<file path="src/rtl/regfile_pkg.sv">
`default_nettype none
// ============================================================================
//  Module      : regfile_pkg
//  Description : Shared sizing defaults for the 16x16 register file and its
//                write-port arbiter, plus the slot-select type.
//  Revision    : 1.0 - initial release
// ============================================================================
package regfile_pkg;

  // Register-file sizing shared with register_file
  localparam int W         = 16;
  localparam int ADDR_BITS = 4;
  localparam int NUM_REGS  = 16;

  // Identifies which holding slot owns the write port
  typedef enum logic {
    SLOT0 = 1'b0,
    SLOT1 = 1'b1
  } slot_sel_e;

endpackage : regfile_pkg
`default_nettype wire

</file>
<file path="src/rtl/regfile_write_slot.sv">
`default_nettype none
// ============================================================================
//  Module      : regfile_write_slot
//  Description : One-entry holding buffer for a pending register write.
//                A load wins over a drain in the same cycle, so a slot that
//                is granted can be refilled without a bubble.
//  Revision    : 1.0 - initial release
// ============================================================================
module regfile_write_slot #(
  parameter int W         = regfile_pkg::W,
  parameter int ADDR_BITS = regfile_pkg::ADDR_BITS
) (
  input  logic                 clk,
  input  logic                 reset,
  input  logic                 load,
  input  logic                 drain,
  input  logic [ADDR_BITS-1:0] inp_address,
  input  logic [W-1:0]         inp_data,
  output logic                 out_full,
  output logic [ADDR_BITS-1:0] out_address,
  output logic [W-1:0]         out_data
);

  logic                 full_q, full_d;
  logic [ADDR_BITS-1:0] address_q, address_d;
  logic [W-1:0]         data_q, data_d;

  // Next-state: load captures a new entry, drain empties, otherwise hold
  always_comb begin
    full_d    = full_q;
    address_d = address_q;
    data_d    = data_q;
    if (load) begin
      full_d    = 1'b1;
      address_d = inp_address;
      data_d    = inp_data;
    end else if (drain) begin
      full_d    = 1'b0;
    end
  end

  // Slot storage, cleared asynchronously
  always_ff @(posedge clk or posedge reset) begin
    if (reset) begin
      full_q    <= 1'b0;
      address_q <= '0;
      data_q    <= '0;
    end else begin
      full_q    <= full_d;
      address_q <= address_d;
      data_q    <= data_d;
    end
  end

  assign out_full    = full_q;
  assign out_address = address_q;
  assign out_data    = data_q;

endmodule : regfile_write_slot
`default_nettype wire

</file>
<file path="src/rtl/register_file_write_arbiter.sv">
`default_nettype none
// ============================================================================
//  Module      : register_file_write_arbiter
//  Description : Shares the single register-file write port between the ALU
//                (port 0) and load/memory (port 1) writeback sources. Each
//                source fills a one-entry slot; the oldest full slot drains
//                each cycle so per-register write order is kept. Exports a
//                pending-write mask for RAW hazard stalls.
//  Revision    : 1.0 - initial release
// ============================================================================
module register_file_write_arbiter #(
  parameter int W         = regfile_pkg::W,
  parameter int ADDR_BITS = regfile_pkg::ADDR_BITS,
  parameter int NUM_REGS  = regfile_pkg::NUM_REGS
) (
  input  logic                 clk,
  input  logic                 reset,
  input  logic                 inp_valid0,
  output logic                 out_ready0,
  input  logic [ADDR_BITS-1:0] inp_address0,
  input  logic [W-1:0]         inp_data0,
  input  logic                 inp_valid1,
  output logic                 out_ready1,
  input  logic [ADDR_BITS-1:0] inp_address1,
  input  logic [W-1:0]         inp_data1,
  output logic                 out_write_enable,
  output logic [ADDR_BITS-1:0] out_write_address,
  output logic [W-1:0]         out_write_data,
  output logic                 out_grant,
  output logic [NUM_REGS-1:0]  out_pending
);

  import regfile_pkg::*;

  logic                 full0, full1;
  logic [ADDR_BITS-1:0] address0, address1;
  logic [W-1:0]         data0, data1;
  logic                 load0, load1;
  logic                 drain0, drain1;
  logic                 write_enable;
  slot_sel_e            grant_sel;
  logic                 older1_q, older1_d;

  regfile_write_slot #(
    .W         (W),
    .ADDR_BITS (ADDR_BITS)
  ) u_slot0 (
    .clk         (clk),
    .reset       (reset),
    .load        (load0),
    .drain       (drain0),
    .inp_address (inp_address0),
    .inp_data    (inp_data0),
    .out_full    (full0),
    .out_address (address0),
    .out_data    (data0)
  );

  regfile_write_slot #(
    .W         (W),
    .ADDR_BITS (ADDR_BITS)
  ) u_slot1 (
    .clk         (clk),
    .reset       (reset),
    .load        (load1),
    .drain       (drain1),
    .inp_address (inp_address1),
    .inp_data    (inp_data1),
    .out_full    (full1),
    .out_address (address1),
    .out_data    (data1)
  );

  // Grant: a lone full slot wins; with both full, older1 picks the oldest
  always_comb begin
    write_enable = full0 | full1;
    grant_sel    = SLOT0;
    if (full1 && (!full0 || older1_q)) begin
      grant_sel = SLOT1;
    end
    drain0 = write_enable && (grant_sel == SLOT0);
    drain1 = write_enable && (grant_sel == SLOT1);
  end

  // Ready depends only on registered slot state, never on the inputs
  always_comb begin
    out_ready0 = !full0 || drain0;
    out_ready1 = !full1 || drain1;
    load0      = inp_valid0 && out_ready0;
    load1      = inp_valid1 && out_ready1;
  end

  // Age tracking: remember when slot 1 holds an entry older than slot 0's
  always_comb begin
    older1_d = older1_q;
    if (load0 && load1) begin
      older1_d = 1'b0;
    end else if (load0 && full1 && !drain1) begin
      older1_d = 1'b1;
    end else if (load1 && full0 && !drain0) begin
      older1_d = 1'b0;
    end
  end

  // Age bit register
  always_ff @(posedge clk or posedge reset) begin
    if (reset) begin
      older1_q <= 1'b0;
    end else begin
      older1_q <= older1_d;
    end
  end

  // Write port driven straight from the granted slot; zeros while idle
  always_comb begin
    out_write_enable  = write_enable;
    out_grant         = 1'b0;
    out_write_address = '0;
    out_write_data    = '0;
    if (drain1) begin
      out_grant         = 1'b1;
      out_write_address = address1;
      out_write_data    = data1;
    end else if (drain0) begin
      out_write_address = address0;
      out_write_data    = data0;
    end
  end

  // Pending mask: one-hot decode of each full slot's destination, OR-ed
  always_comb begin
    out_pending = '0;
    if (full0) begin
      out_pending[address0] = 1'b1;
    end
    if (full1) begin
      out_pending[address1] = 1'b1;
    end
  end

endmodule : register_file_write_arbiter
`default_nettype wire

</file>
<file path="config.mk">
export PLATFORM = sky130hd
export DESIGN_NAME = register_file_write_arbiter
export DESIGN_NICKNAME = d
export VERILOG_FILES = /design/src/rtl/regfile_pkg.sv /design/src/rtl/regfile_write_slot.sv /design/src/rtl/register_file_write_arbiter.sv
export SDC_FILE = /design/constraint.sdc
export NUM_CORES = 1
export LEC_CHECK = 0
export CAP_MARGIN = 20
export CORE_MARGIN = 2
export CORE_UTILIZATION = 50
export CTS_BUF_LIST = sky130_fd_sc_hd__clkbuf_2 sky130_fd_sc_hd__clkbuf_4 sky130_fd_sc_hd__clkbuf_8
export DETAILED_ROUTE_END_ITERATION = 6
export DONT_BUFFER_PORTS = 1
export PLACE_DENSITY = 0.66
export REMOVE_ABC_BUFFERS = 1
export SLEW_MARGIN = 10
export SYNTH_ARGS = -nofsm -noshare
export SYNTH_HDL_FRONTEND = slang
export SYNTH_SLANG_ARGS = --single-unit
</file>
<file path="constraint.sdc">
create_clock -name clk -period 3.23 [get_ports clk]
set_input_delay 0.4845 -clock clk [delete_from_list [all_inputs] [get_ports clk]]
set_output_delay 0.4845 -clock clk [all_outputs]
set_load 0.01 [all_outputs]
</file>
==> flow_metrics.env <==
export IMPL_dr_pass1_iters=5
export IMPL_p_seq_share_pct=43.0
export IMPL_async_flop_share_pct=100
export IMPL_syn_area_per_cell_sq_um=8.94
export IMPL_max_slew_margin_rel_pct=30.7
export IMPL_hold_violations=0
export IMPL_worst_hold_path_type="in -> async"
export IMPL_ant_nets=0
export IMPL_post_cts_resized=0
export IMPL_synth_edf_count=0
export IMPL_crit_type="reg -> out"
export IMPL_grt_setup_unrepaired="no"
export IMPL_max_freq_mhz=384
export IMPL_start_util_pct=52.5
export IMPL_synthTopCellsByArea="dfrtp_1 (40%), o211ai_1 (11%), nand2b_1 (11%)"
export IMPL_n_fill_cell=485
export IMPL_place_congestion=0.744
export IMPL_maxUsedRoutingLayer="met4"
export IMPL_wl_um=7060
export IMPL_pwr_share_comb_pct=35.7
export IMPL_drc=0
export IMPL_reg2regPathDepth=4
export IMPL_internal_power_uw=1230
export IMPL_crit_path_end_kind="output port"
export IMPL_cts_root_buf="clkbuf_8"
export IMPL_critPathMaxFanout=23
export IMPL_tritoncts="yes"
export IMPL_finalCritPeriodShare_pct=80.7
export IMPL_synthMostInstantiatedCell="nand2b_1"
export IMPL_yosys_top_cells_count="nand2b_1 (46), dfrtp_1 (43), nand2_1 (43)"
export IMPL_io_buffers=0
export IMPL_ctsHoldBuffers=0
export IMPL_leakage_uw=0.00101
export IMPL_wl_met2_um=3250
export IMPL_required_ns=2.75
export IMPL_vias=2356
export IMPL_cts_buffer_depth=2
export IMPL_yosysUniqueCellTypes=22
export IMPL_nets=327
export IMPL_dr_wl_met3_um=511
export IMPL_status="finished clean"
export IMPL_synthFlopType="dfrtp_1"
export IMPL_area_growth_pct=4.01
export IMPL_synth_seq_area_share_pct=39.6
export IMPL_grt_max_degree=50
export IMPL_skew_ns=0.00731
export IMPL_wl_met1_um=3180
export IMPL_finalWorstSetupSlack_ns=0.624
export IMPL_drive_above_1_share_pct=7.39
export IMPL_placementRows=26
export IMPL_power_density_nw_per_um2=717
export IMPL_antenna_cells=0
export IMPL_ir_drop_mv=0.420
export IMPL_placeableCoreArea_sq_um=5170
export IMPL_synthCells=304
export IMPL_h_tree_depth=2
export IMPL_grt_total_usage_pct=22.8
export IMPL_ys_ff_latch=43
export IMPL_io_pins=84
export IMPL_power_switching_uw=799
export IMPL_clock_sinks=43
export IMPL_syn_area_sq_um=2720
export IMPL_cts_setup_buffers=0
export IMPL_synth_warnings=0
export IMPL_crit_arrival_ns=2.12
export IMPL_antenna_found_initial=0
export IMPL_die_w_um=77.7
export IMPL_setup_viol=0
export IMPL_finalCriticalPeriod_ns=2.61
export IMPL_cts_clk_slew_worst_paths_ns=0.08
export IMPL_slew_viol_final=0
export IMPL_numCtsBuffers=5
export IMPL_preCtsSetupSlack_ns=0.958
export IMPL_clock_latency_ns=0.29
export IMPL_wl_per_cell_um=19.9
export IMPL_drv_cap=0
export IMPL_die_area_sq_um=6040
export IMPL_grt_pass1_vias=2163
export IMPL_fin_tns_setup_ns=0
export IMPL_post_dp_hpwl_um=4340
export IMPL_overflow=0
export IMPL_synth_top_area_share_pct=39.6
export IMPL_grt_pass1_wl_um=11100
export IMPL_switching_share_pct=39.4
export IMPL_drt_iter0_markers=174
export IMPL_startpoint_type="register"
export IMPL_yosysTopAreaCell="dfrtp_1"
export IMPL_clkPwrFrac_pct=21.3
export IMPL_worst_pin_slew_ns=1.03
export IMPL_dieHeight_um=77.7
export IMPL_viasPerCell=6.66
power groups by stage:
stage	logic, uW	clock network (uW)	registers [uW]
after CTS	725	442	866
final	724	431	870
after detailed placement	724	0	876
after floorplan	534	0	857
after global routing	792	464	895
after global placement	710	0	876
critical path: stages, from the launching register on:
cell and delay (ns):
dfrtp_1 0.63, a21boi_2 0.89, a32o_1 0.31
routing by layer:
metal / track usage (%) / vias up
met3: 5.35 / 14
met5: 0 / -
met4: 6.43 / 0
li1: - / 1106
met1: 32.5 / 1141
met2: 34.6 / 95
layout by cell type (no fill, tap or decap):
| cell | count |
|---|---|
| nand2_1 | 43 |
| or3b_1 | 2 |
| dfrtp_1 | 42 |
| dfrtp_2 | 1 |
| nand2b_1 | 46 |
| and3b_1 | 1 |
| and3_1 | 1 |
| nand4_1 | 20 |
| a21boi_2 | 1 |
| bufinv_16 | 1 |
| a32o_1 | 20 |
| or2_2 | 4 |
| nand3b_1 | 4 |
| clkinv_2 | 1 |
| and2_1 | 1 |
| a221o_1 | 1 |
| inv_2 | 1 |
| o22ai_1 | 16 |
| inv_1 | 2 |
| nand3_1 | 2 |
| nand4b_1 | 20 |
| nor2b_1 | 2 |
| clkbuf_8 | 6 |
| o211ai_1 | 40 |
| buf_4 | 6 |
per-stage QoR:
| stage | power, uW | cell area (sq um) | hold slack (ns) | util (%) | instances |
|---|---|---|---|---|---|
| 2_1_floorplan | 1390 | 2570 | 0.495 | - | 270 |
| 3_3_place_gp | 1590 | 2710 | 0.514 | 52.4 | 346 |
| 3_5_place_dp | 1600 | 2710 | 0.518 | 52.4 | 346 |
| 4_1_cts | 2030 | 2830 | 0.294 | 54.6 | 354 |
| 5_1_grt | 2150 | 2830 | 0.313 | 54.6 | 354 |
| 6_report | 2030 | 2830 | 0.263 | 54.6 | 354 |
final timing paths:
check	from	end	slack (ns)
worst min-delay path	reset	u_slot1.out_data[1]$_DFFE_PP0P_	0.26
min in group clk	inp_valid1	u_slot1.out_full$_DFFE_PP0P_	0.31
worst min register to register	u_slot1.out_data[4]$_DFFE_PP0P_	u_slot1.out_data[4]$_DFFE_PP0P_	0.54
worst max register to register	u_slot1.out_full$_DFFE_PP0P_	u_slot1.out_data[8]$_DFFE_PP0P_	1.03
max in group asynchronous	reset	u_slot1.out_full$_DFFE_PP0P_	2.36
worst max-delay path	older1_q$_DFFE_PP0P_	out_write_data[3]	0.62
cell families (layout without fill, tap and decap cells):
logic type | after synthesis | count (layout) | share of synthesized area (%)
buf+inv | 37 | 17 | 5.80
compound gates | 78 | 78 | 22.7
simple gates | 146 | 146 | 31.9
flops | 43 | 43 | 39.6
sequential cells by signal, summed over array words and instances, names as in the netlist:
| name | flops |
|---|---|
| older1_q | 1 |
| u_slot1.out_data | 16 |
| u_slot0.out_data | 16 |
| u_slot1.out_address | 4 |
| u_slot0.out_address | 4 |
| u_slot1.out_full | 1 |
| u_slot0.out_full | 1 |
layout make-up:
type / instances / area [sq um] / share of cell area (%)
flip-flops and latches: 43 / 1080 / 38.1
well taps: 70 / 87.6 / 3.10
repair buffers: 6 / 45.0 / 1.59
inverters: 3 / 11.3 / 0.398
clock buffers: 6 / 82.6 / 2.92
multi-input cells: 224 / 1490 / 52.6
clock inverters: 2 / 35.0 / 1.24
Power figures use the tool's default switching activity.
